==> src/rtl/buf_rd_32x64_pkg.sv <==
// Shared definitions for the burst RAM reader: default widths and the FSM
// state encoding.
package buf_rd_32x64_pkg;

  localparam int ADR_WD_DEF = 5;   // 32-word RAM
  localparam int DAT_WD_DEF = 64;  // 64-bit RAM word

  typedef enum logic [1:0] {
    ST_IDLE  = 2'd0,
    ST_READ  = 2'd1,
    ST_DRAIN = 2'd2,
    ST_DONE  = 2'd3
  } state_t;

endpackage

==> src/rtl/buf_rd_32x64_fifo_2xN.sv <==
// Two-entry output FIFO. The head word is presented directly on o_dat, so it
// stays stable while the consumer stalls.
module fifo_2xN
  import buf_rd_32x64_pkg::*;
#(
  parameter int DAT_WD = DAT_WD_DEF
) (
  input  logic              clk,
  input  logic              rst,
  input  logic              i_push,
  input  logic [DAT_WD-1:0] i_dat,
  input  logic              i_pop,
  output logic [DAT_WD-1:0] o_dat,
  output logic              o_val,
  output logic [1:0]        o_cnt
);

  logic [DAT_WD-1:0] r_mem [2];
  logic              r_wr_ptr;
  logic              r_rd_ptr;
  logic [1:0]        r_cnt;

  // Storage, pointers and occupancy; push and pop may happen in the same cycle.
  always_ff @(posedge clk) begin
    if (rst) begin
      // NOTE: only two words, and the head must read as zero out of reset,
      // so the storage is reset along with the pointers.
      for (int i = 0; i < 2; i++) r_mem[i] <= '0;
      r_wr_ptr <= 1'b0;
      r_rd_ptr <= 1'b0;
      r_cnt    <= 2'd0;
    end else begin
      if (i_push) begin
        r_mem[r_wr_ptr] <= i_dat;
        r_wr_ptr        <= ~r_wr_ptr;
      end
      if (i_pop) r_rd_ptr <= ~r_rd_ptr;
      case ({i_push, i_pop})
        2'b10:   r_cnt <= r_cnt + 2'd1;
        2'b01:   r_cnt <= r_cnt - 2'd1;
        default: r_cnt <= r_cnt;  // idle, or push and pop cancel out
      endcase
    end
  end

  assign o_dat = r_mem[r_rd_ptr];
  assign o_val = (r_cnt != 2'd0);
  assign o_cnt = r_cnt;

endmodule

==> src/rtl/buf_rd_32x64.sv <==
// Burst reader for the read side of a 32x64 two-port RAM. Issues len reads
// from base (wrapping), buffers the returning data in a 2-entry FIFO and
// streams it out with valid/ready, flagging the last word.
module buf_rd_32x64
  import buf_rd_32x64_pkg::*;
#(
  parameter int ADR_WD = ADR_WD_DEF,
  parameter int DAT_WD = DAT_WD_DEF
) (
  input  logic              clk,
  input  logic              rst,
  input  logic              start_i,
  input  logic [ADR_WD-1:0] base_adr_i,
  input  logic [ADR_WD:0]   len_i,
  output logic              busy_o,
  output logic              done_o,
  output logic              rd_ena_o,
  output logic [ADR_WD-1:0] rd_adr_o,
  input  logic [DAT_WD-1:0] rd_dat_i,
  output logic              dat_val_o,
  input  logic              dat_rdy_i,
  output logic [DAT_WD-1:0] dat_o,
  output logic              dat_lst_o
);

  localparam logic [ADR_WD:0]   LEN_ONE = (ADR_WD + 1)'(1);
  localparam logic [ADR_WD-1:0] ADR_ONE = ADR_WD'(1);

  state_t            r_state;
  logic              r_busy;
  logic              r_done;
  logic              r_inflight;  // a read was issued last cycle; its data is on rd_dat_i now
  logic [ADR_WD:0]   r_len;
  logic [ADR_WD:0]   r_iss_cnt;   // reads issued in this burst
  logic [ADR_WD:0]   r_out_cnt;   // words transferred in this burst
  logic [ADR_WD-1:0] r_adr;

  logic              w_fifo_val;
  logic [1:0]        w_fifo_cnt;
  logic [DAT_WD-1:0] w_fifo_dat;
  logic              w_pop;
  logic              w_credit_ok;
  logic              w_rd_ena;
  logic              w_lst;

  assign w_pop = w_fifo_val & dat_rdy_i;

  // A read may issue only if, counting the word still in flight and the word
  // leaving this cycle, the FIFO will have room when its data returns.
  assign w_credit_ok = ({1'b0, w_fifo_cnt} + {2'b00, r_inflight}) < (3'd2 + {2'b00, w_pop});
  assign w_rd_ena    = (r_state == ST_READ) && (r_iss_cnt != r_len) && w_credit_ok;
  assign w_lst       = w_fifo_val && (r_out_cnt == r_len - LEN_ONE);

  // Burst FSM with its counters, address and registered status flags.
  always_ff @(posedge clk) begin
    if (rst) begin
      r_state    <= ST_IDLE;
      r_busy     <= 1'b0;
      r_done     <= 1'b0;
      r_inflight <= 1'b0;
      r_len      <= '0;
      r_iss_cnt  <= '0;
      r_out_cnt  <= '0;
      r_adr      <= '0;
    end else begin
      // NOTE: non-blocking assignments, so every branch below sees the values
      // from before this edge regardless of statement order.
      r_inflight <= w_rd_ena;
      r_done     <= 1'b0;
      case (r_state)
        ST_IDLE: begin
          if (start_i) begin
            r_len     <= len_i;
            r_adr     <= base_adr_i;
            r_iss_cnt <= '0;
            r_out_cnt <= '0;
            if (len_i == '0) begin
              r_state <= ST_DONE;
              r_done  <= 1'b1;
            end else begin
              r_state <= ST_READ;
              r_busy  <= 1'b1;
            end
          end
        end
        ST_READ: begin
          if (w_rd_ena) begin
            r_adr     <= r_adr + ADR_ONE;
            r_iss_cnt <= r_iss_cnt + LEN_ONE;
            if (r_iss_cnt == r_len - LEN_ONE) r_state <= ST_DRAIN;
          end
          // The last word can never leave while reads are still pending.
          if (w_pop) r_out_cnt <= r_out_cnt + LEN_ONE;
        end
        ST_DRAIN: begin
          if (w_pop) begin
            r_out_cnt <= r_out_cnt + LEN_ONE;
            if (w_lst) begin
              r_state <= ST_DONE;
              r_busy  <= 1'b0;
              r_done  <= 1'b1;
            end
          end
        end
        default: begin  // ST_DONE
          r_state <= ST_IDLE;
        end
      endcase
    end
  end

  fifo_2xN #(
    .DAT_WD (DAT_WD)
  ) u_fifo (
    .clk    (clk),
    .rst    (rst),
    .i_push (r_inflight),
    .i_dat  (rd_dat_i),
    .i_pop  (w_pop),
    .o_dat  (w_fifo_dat),
    .o_val  (w_fifo_val),
    .o_cnt  (w_fifo_cnt)
  );

  assign busy_o    = r_busy;
  assign done_o    = r_done;
  assign rd_ena_o  = w_rd_ena;
  assign rd_adr_o  = r_adr;
  assign dat_val_o = w_fifo_val;
  assign dat_o     = w_fifo_dat;
  assign dat_lst_o = w_lst;

endmodule

==> config.mk <==
export PLATFORM = sky130hd
export DESIGN_NAME = buf_rd_32x64
export DESIGN_NICKNAME = d
export VERILOG_FILES = /design/src/rtl/buf_rd_32x64_pkg.sv /design/src/rtl/buf_rd_32x64_fifo_2xN.sv /design/src/rtl/buf_rd_32x64.sv
export SDC_FILE = /design/constraint.sdc
export NUM_CORES = 1
export LEC_CHECK = 0
export CAP_MARGIN = 40
export CORE_ASPECT_RATIO = 0.6
export CORE_MARGIN = 8
export CORE_UTILIZATION = 51
export CTS_CLUSTER_SIZE = 12
export DETAILED_ROUTE_END_ITERATION = 12
export PLACE_DENSITY = 0.82
export SLEW_MARGIN = 25
export SYNTH_ARGS = -nofsm -noshare
export SYNTH_HDL_FRONTEND = slang
export SYNTH_HIERARCHICAL = 1
export SYNTH_SLANG_ARGS = --single-unit
==> constraint.sdc <==
create_clock -name clk -period 4.3 [get_ports clk]
set_input_delay 0.645 -clock clk [delete_from_list [all_inputs] [get_ports clk]]
set_output_delay 0.645 -clock clk [all_outputs]
set_load 0.01 [all_outputs]
## Yosys cells after proc, flatten, opt, wreduce, memory -nomap -nowiden

Memories as Yosys holds them, arrays and structs flattened. A register that Yosys moved wholly into a read port is not among the register bits.
Index checks and enable logic that the tools add are counted.

- Order comparisons: 1
- Muxes and demuxes: 36
- $add $sub $neg: 8
- Equality and inequality tests: 14
- Reductions and logical operators: 17
- Bitwise gates (word level): 3

Operators with widths:

| kind | count |
|---|---|
| 64-bit 2-to-1 mux | 1 |
| 64-bit OR reduction | 1 |
| 6-bit one-hot mux with 2 select lines | 2 |
| 6-bit 2-to-1 mux | 3 |
| 1-bit 2-to-1 mux | 17 |
| 6-bit by 1-bit adder with 6-bit output (second input constant) | 2 |
| 6-bit == test | 2 |
| 2-bit 2-to-1 mux | 6 |
| 5-bit 2-to-1 mux | 2 |
| 5-bit one-hot mux with 2 select lines | 1 |
| 5-bit AND reduction | 2 |
| 2-bit nonzero test | 5 |
| 2-bit inequality test (second input constant) | 4 |
| 6-bit zero test | 1 |
| 2-bit by 1-bit inequality test with 1-bit output (second input constant) | 3 |
| 6-bit inequality test | 1 |
| 2-bit one-hot mux with 3 select lines | 1 |
| 3-bit AND reduction | 2 |
| 6-bit by 1-bit subtractor with 6-bit output (second input constant) | 1 |
| 5-bit by 1-bit adder with 5-bit output (second input constant) | 1 |
| 2-bit by 1-bit == test with 1-bit output (second input constant) | 2 |
| 2-bit == test (second input constant) | 2 |
| 1-bit one-hot mux with 2 select lines | 2 |
| 2-bit one-hot mux with 2 select lines | 1 |
| 11 further kinds | 14 |

- Bits of input ports: 79
- Bits in writable memories: 128
- Register bits: 32
- Output and inout port bits: 74
- Logic and storage cells: 91
- Memories kept: 1

Memories:

| name | depth | bits a word | rd ports | clocked after memory_dff | write ports | line | source |
|---|---|---|---|---|---|---|---|
| u_fifo.r_mem | 2 | 64 | 1 | 1 | 2 | buf_rd_32x64_fifo_2xN.sv:18 | `logic [DAT_WD-1:0] r_mem [2];` |

## Logic depth before layout (Yosys ltp)

Gate-level depths: netlist (run 1).

- Word-level depth: 7
- Mapped depth: 9
- Depth with buffers taken out: 8

## Hierarchy

The synthesis (run 1) kept the hierarchy.

Modules (own cells, without submodules):

| module | instances | cells an instance | area each (um2) | seq. area each (um2) |
|---|---|---|---|---|
| fifo_2xN | 1 | 436 | 5800.6 | 3943.8 |
| buf_rd_32x64 | 1 | 220 | 1794.2 | 560.5 |

## Least setup slack after synthesis (run 1)

No wires, ideal clock.

- Path kind: in2reg
- Start point: in rst
- End point: mem u_fifo/r_mem[0][0] (netlist bit), enable pin
- Data arrival time: 2.636 ns
- Library setup time: 0.432 ns
- Stages on the path: 3
- Setup slack: 1.231 ns
- Data required time: 3.868 ns
- Buffers on the path: 2
- Path through: buf_2 clkbuf_1 nand2b_1

RTL lines:

| element | line | source |
|---|---|---|
| start, declared | buf_rd_32x64.sv:11 | `input logic rst,` |
| end, declared | buf_rd_32x64_fifo_2xN.sv:18 |  |

## Final worst setup path (run 1)

- Start point: reg r_len[0]
- End point: out dat_lst_o

- Longest elaborated chain between the ends: 3

Ends and longest elaborated chain:

| element | line | source |
|---|---|---|
| start, declared | buf_rd_32x64.sv:33 | `logic [ADR_WD:0] r_len;` |
| start signal, assigned | buf_rd_32x64.sv:73 | `r_len <= len_i;` |
| 6-bit by 1-bit subtractor with 6-bit output | buf_rd_32x64.sv:52 | `assign w_lst = w_fifo_val && (r_out_cnt == r_len - LEN_ONE);` |
| 6-bit == test | buf_rd_32x64.sv:52 |  |
| 1-bit logical AND | buf_rd_32x64.sv:52 |  |
| end, declared | buf_rd_32x64.sv:23 | `output logic dat_lst_o` |

No other way between the ends.

==> results of run 1 <==
## final cells by class
| class | count | area, um^2 | area share, % |
|---|---|---|---|
| clock inverter | 14 | 154 | 1.56 |
| tap | 198 | 248 | 2.51 |
| clock buffer | 18 | 429 | 4.35 |
| sequential | 161 | 4510 | 45.6 |
| timing repair buffer | 159 | 1620 | 16.4 |
| inverter | 11 | 41.3 | 0.418 |
| multi-input combinational | 445 | 2870 | 29.1 |
## power by group through the flow
stage | combinational (uW) | clock, uW | sequential [uW]
after floorplan | 937 | 0 | 2010
after global placement | 1540 | 0 | 2020
after detailed placement | 1580 | 0 | 2040
after CTS | 1600 | 1530 | 2010
after global routing | 1730 | 1610 | 2020
final | 1600 | 1500 | 2010
## per-layer routing
metal,share of wire [%],wire length (um),GRT usage (%)
met1,43,8110,24.5
met2,48,9140,32.1
met3,7.5,1420,6.02
met4,1.3,254,5.32
met5,0,0,0
## worst max-delay path, cell delays in order (launching register included)
cell	delay (ns)
dfxtp_1	0.47
inv_1	0.12
ha_1	0.28
or2b_1	0.26
o211ai_1	0.10
a31oi_1	0.12
nor3_1	0.28
clkdlybuf4s50_1	0.59
## cell usage after synthesis, types with 3 or more instances
cell type  count  area share [%]
a211oi_1       3            0.30
a21oi_1       19             1.3
a31oi_1        3            0.25
buf_2         15            0.99
buf_4          6            0.59
clkbuf_1      16            0.79
dfxtp_1       33             8.7
edfxtp_1     128              51
ha_1          11             1.8
inv_1         11            0.54
mux2_2        64             9.5
mux2i_1        3            0.40
nand2_1       22             1.1
nand2b_1      72             5.9
nand3_1       12            0.79
nand4_1        3            0.25
nor2_1       151             7.5
nor2b_1        3            0.25
nor3_1         5            0.33
o211ai_1       4            0.40
o21ai_0        7            0.46
or3_1          5            0.41
xnor2_1       14             1.6
xor2_1        11             1.3
## cell families after synthesis
logic type	Yosys count
multiplexers	67
AO/OA/AOI/OAI	52
flip-flops	161
buffers and inverters	50
adder cells (fa/ha/maj)	11
XOR/XNOR	25
AND/OR/NAND/NOR	290
## worst max path at each step
stage                         from                 end  slack [ns]  cells past startpoint
after global routing      r_len[0]           dat_lst_o        0.82                      7
after detailed placement  r_len[0]           dat_lst_o        1.47                      7
after CTS                 r_len[0]           dat_lst_o         1.0                      7
after global placement    r_len[0]           dat_lst_o        1.57                      7
after floorplan                rst  u_fifo/r_mem[0][0]        1.23                      3
final                     r_len[0]           dat_lst_o        1.01                      7
## flip-flops by register name (all words and copies together) (netlist names), named ones only
| name | flops |
|---|---|
| rd_adr_o | 5 |
| u_fifo/o_cnt | 2 |
| done_o | 1 |
| busy_o | 1 |
| r_iss_cnt | 6 |
| u_fifo/r_wr_ptr | 1 |
| u_fifo/r_mem | 128 |
| r_out_cnt | 6 |
| u_fifo/r_rd_ptr | 1 |
| r_state | 2 |
| r_len | 6 |
| r_inflight | 1 |
## metrics by stage
step / hold WS (ns) / worst slack [ns] / area, um^2
5_1_grt: 0.543 / 0.818 / 9870
3_3_place_gp: 0.465 / 1.57 / 9220
3_5_place_dp: 0.504 / 1.47 / 9260
2_1_floorplan: 0.444 / 1.23 / 7590
6_report: 0.516 / 1.01 / 9870
4_1_cts: 0.514 / 1.00 / 9850
==> impl_metrics.json, run 1 <==
{
  "status": "finished, final reports clean",
  "max_freq_ghz": 0.304,
  "die_h_um": 111,
  "ctsResizeCount": 0,
  "finalSetupTns_ns": 0,
  "yosysSeqAreaShare_pct": 59.3,
  "hold_path_end": "u_fifo/r_wr_ptr",
  "core_area_um2": 14500,
  "cts_hold_buffers": 0,
  "fin_cells": 1006,
  "synth_edf_count": 128,
  "criticalPathCategory": "reg -> out",
  "clkPwrFrac_pct": 29.3,
  "drc": 0,
  "rr_endpoint": "r_state[1]",
  "setup_viol": 0,
  "clk_latency_ns": 0.42,
  "skew_ns": 0.00978,
  "leakage_uw": 0.00354,
  "viasPerCell": 5.42,
  "seq_power_share_pct": 39.3,
  "cts.htree.levels": 4,
  "drv_cap": 0,
  "reg2reg_from": "r_state[0]",
  "final_cell_mix": "nor2_1, clkdlybuf4s50_1, edfxtp_1",
  "gr-usage-all-layers_pct": 19.5,
  "cts_sinks": 161,
  "hp-start": "u_fifo/r_wr_ptr",
  "fin_crit_sh_pct": 76.4,
  "relSlewSlack_pct": 50.1,
  "grt_pass1_vias": 5679,
  "nets": 885,
  "synth_cell_types": 54,
  "cts_tree": "done",
  "async_reset_ff_share_pct": 0,
  "power.share.combinational_pct": 31.4,
  "cp-start-kind": "register",
  "rsz0062_at_grt": "false",
  "antenna_found_initial": 0,
  "synth_nets": 746,
  "rows": 34,
  "power.density_nw_per_um2": 517,
  "io-pin-count": 153,
  "synth.area.mux_share_pct": 9.88,
  "post-route-util_pct": 68.1,
  "hold_violations": 0,
  "cts_buffers": 17,
  "period_needed_ns": 3.29,
  "crit_required_ns": 3.65,
  "gp_congestion": 0.951,
  "postSynthCellCount": 656,
  "grt-ovfl-total": 0,
  "yosys_register_bits": 161,
  "die_w_um": 174,
  "grt_start_max_net_pins": 75,
  "crit_fanout": 6,
  "synth_fa_ha_area_share_pct": 1.81,
  "numPortBuffers": 152,
  "postRouteAntennaNets": 0,
  "routed_wl_mm": 18.9,
  "dieArea_um2": 19200,
  "synth_compound_area_share_pct": 4.56,
  "yosys_warnings": 6,
  "synth-main-ff-cell": "edfxtp_1",
  "yosys.area_share.simple_pct": 18.4,
  "path_clk_slew_ns": 0.06,
  "routedWlPerCell_um": 18.8,
  "dr.pass1.iters": 5,
  "syn_area_um2": 7590,
  "syn2layout_area_growth_pct": 30.0,
  "place_inst": 973,
  "synth_xor_area_share_pct": 2.88,
  "vias": 5454,
  "critPathCaptureType": "primary output",
  "cts_root_buf": "clkbuf_16",
  "slew_violations": 0,
  "hp-class": "reg -> reg",
  "internal-power_uw": 3550,
  "irDropWorstVdd_mv": 0.300,
  "initial_core_util_pct": 52.4,
  "rr_worst_depth": 8,
  "drt-initial-drc-count": 467,
  "synth_top_family_by_area": "simple AND/OR/NAND/NOR gates",
  "dpl.hpwl_mm": 12.4,
  "cts_buffer_depth": 2,
  "holdPathStages": 2,
  "power.total_uw": 5110,
  "n_antenna_cell": 0,
  "p_sw_share_pct": 30.5,
  "drive_gt1_share_pct": 14.6,
  "grt_first_pass_wirelength_mm": 30.0,
  "cts_setup_buffers": 0,
  "fillers": 1050,
  "syn_avg_cell_area_um2": 11.6,
  "r2r_slack_ns": 1.63,
  "crit_arrival_ns": 2.64,
  "power.switching_uw": 1560,
  "tightest_slew_ns": 0.749
}
No activity file was read; power rests on OpenSTA's default activity.
==> run 2: changes to the inputs <==
clock period = 3.4 ns   (was 4.3 ns; I/O delays follow)
==> run 2 against run 1 <==
  * Flip-flop and latch count unchanged
  * Core utilization up 0.052 points
  * Die area unchanged
==> impl_metrics.json, run 2 (synthesized netlist as in run 1, its figures left out) <==
{
  "ctsResizeCount": 0,
  "setup_viol": 0,
  "drc": 0,
  "numPortBuffers": 152,
  "rows": 34,
  "path_clk_slew_ns": 0.07,
  "cts.htree.levels": 4,
  "power.density_nw_per_um2": 658,
  "hold_violations": 0,
  "grt_start_max_net_pins": 66,
  "max_freq_ghz": 0.317,
  "leakage_uw": 0.00355,
  "slew_violations": 0,
  "vias": 5390,
  "clk_latency_ns": 0.42,
  "cts_hold_buffers": 0,
  "irDropWorstVdd_mv": 0.357,
  "routedWlPerCell_um": 18.8,
  "drt-initial-drc-count": 448,
  "crit_required_ns": 2.89,
  "grt_pass1_vias": 5561,
  "drv_cap": 0,
  "cp-start-kind": "register",
  "power.total_uw": 6500,
  "grt_use_met1_pct": 26.3,
  "gp_congestion": 0.931,
  "crit_start": "r_len[0]",
  "status": "finished, final reports clean",
  "dpl.hpwl_mm": 12.9,
  "pre_cts_ws_ns": 0.638,
  "core_area_um2": 14500,
  "grt_use_met3_pct": 5.17,
  "criticalPathCategory": "reg -> out",
  "nets": 886,
  "hold_slack_ns": 0.483,
  "relSlewSlack_pct": 48.8,
  "syn2layout_area_growth_pct": 30.1,
  "postRouteAntennaNets": 0,
  "hp-class": "reg -> reg",
  "cts_tree": "done",
  "tightest_slew_ns": 0.769,
  "top_usage_layer": "met2",
  "period_needed_ns": 3.16,
  "cts_sinks": 161,
  "viasPerCell": 5.36,
  "rsz0062_at_grt": "false",
  "die_h_um": 111,
  "grt_use_met2_pct": 30.6,
  "final_cell_mix": "nor2_1, clkdlybuf4s50_1, edfxtp_1",
  "cts_buffers": 17,
  "skew_ns": 0.0132,
  "finalSetupTns_ns": 0,
  "top_register": "u_fifo/r_mem",
  "drive_gt1_share_pct": 14.7,
  "cts_buffer_depth": 2,
  "gr-usage-all-layers_pct": 19.5,
  "cts_root_buf": "clkbuf_16",
  "routed_wl_mm": 18.9,
  "grt-ovfl-total": 0,
  "grt_first_pass_wirelength_mm": 29.9,
  "largest_reg_flops": 128,
  "critPathCaptureType": "primary output",
  "crit_arrival_ns": 2.65,
  "cts_setup_buffers": 0,
  "dr.pass1.iters": 7,
  "reg2reg_from": "r_state[0]",
  "fin_crit_sh_pct": 92.9,
  "die_w_um": 174,
  "initial_core_util_pct": 52.4,
  "layout_setup_ws_ns": 0.242,
  "io-pin-count": 153,
  "crit_fanout": 6,
  "hp-start": "u_fifo/r_wr_ptr",
  "n_antenna_cell": 0,
  "dieArea_um2": 19200,
  "antenna_found_initial": 0
}
run 2: cell count changes in the layout (fill, tap and decap cells not counted):
cell / previous run / this run
inv_8: 1 / 4
buf_4: 4 / 6
clkinv_2: 2 / 0
buf_12: 1 / 0
clkbuf_1: 1 / 0
clkinv_4: 1 / 2
clkinvlp_4: 2 / 1
inv_6: 5 / 4
run 2: final cells by class:
class | instances | area (um^2)
Fill cell | 1029 | 4630
Timing Repair Buffer | 160 | 1620
Clock inverter | 14 | 170
Inverter | 11 | 41.3
Tap cell | 198 | 248
Clock buffer | 17 | 425
Multi-Input combinational cell | 445 | 2870
Sequential cell | 161 | 4510
run 2: per-layer routing:
metal | up-vias | wire [um]
met5 | - | 0
met4 | 0 | 191
met3 | 19 | 1210
met2 | 185 | 8860
met1 | 2618 | 8690
li1 | 2568 | -
run 2: through the flow:
stage / cells / utilization, % / instance area (um^2)
floorplan: 656 / - / 7590
global placement: 973 / 63.6 / 9230
detailed placement: 975 / 64.0 / 9290
CTS: 1006 / 68.1 / 9880
global route: 1006 / 68.1 / 9880
finish: 1006 / 68.1 / 9880
run 2: power by group:
group | leakage, uW | internal (uW) | switching [uW] | total, uW
clock network | 0.000289 | 1110 | 827 | 1930
logic | 0.00167 | 998 | 1030 | 2020
registers | 0.00160 | 2390 | 149 | 2540
total | 0.00355 | 4500 | 2000 | 6500
run 2: critical path, cell delays in order, from the launching register on:
cell	delay [ns]
dfxtp_1	0.47
inv_1	0.12
ha_1	0.26
or2b_1	0.25
o211ai_1	0.10
a31oi_1	0.15
nor3_1	0.29
clkdlybuf4s50_1	0.60
run 2: final timing paths:
path | end | slack [ns] | cells after the start
worst min-delay path | u_fifo/r_wr_ptr | 0.48 | 2
worst max-delay path | dat_lst_o | 0.24 | 7
worst max register to register | r_state[1] | 0.65 | 8
worst min register to register | u_fifo/r_wr_ptr | 0.48 | 2
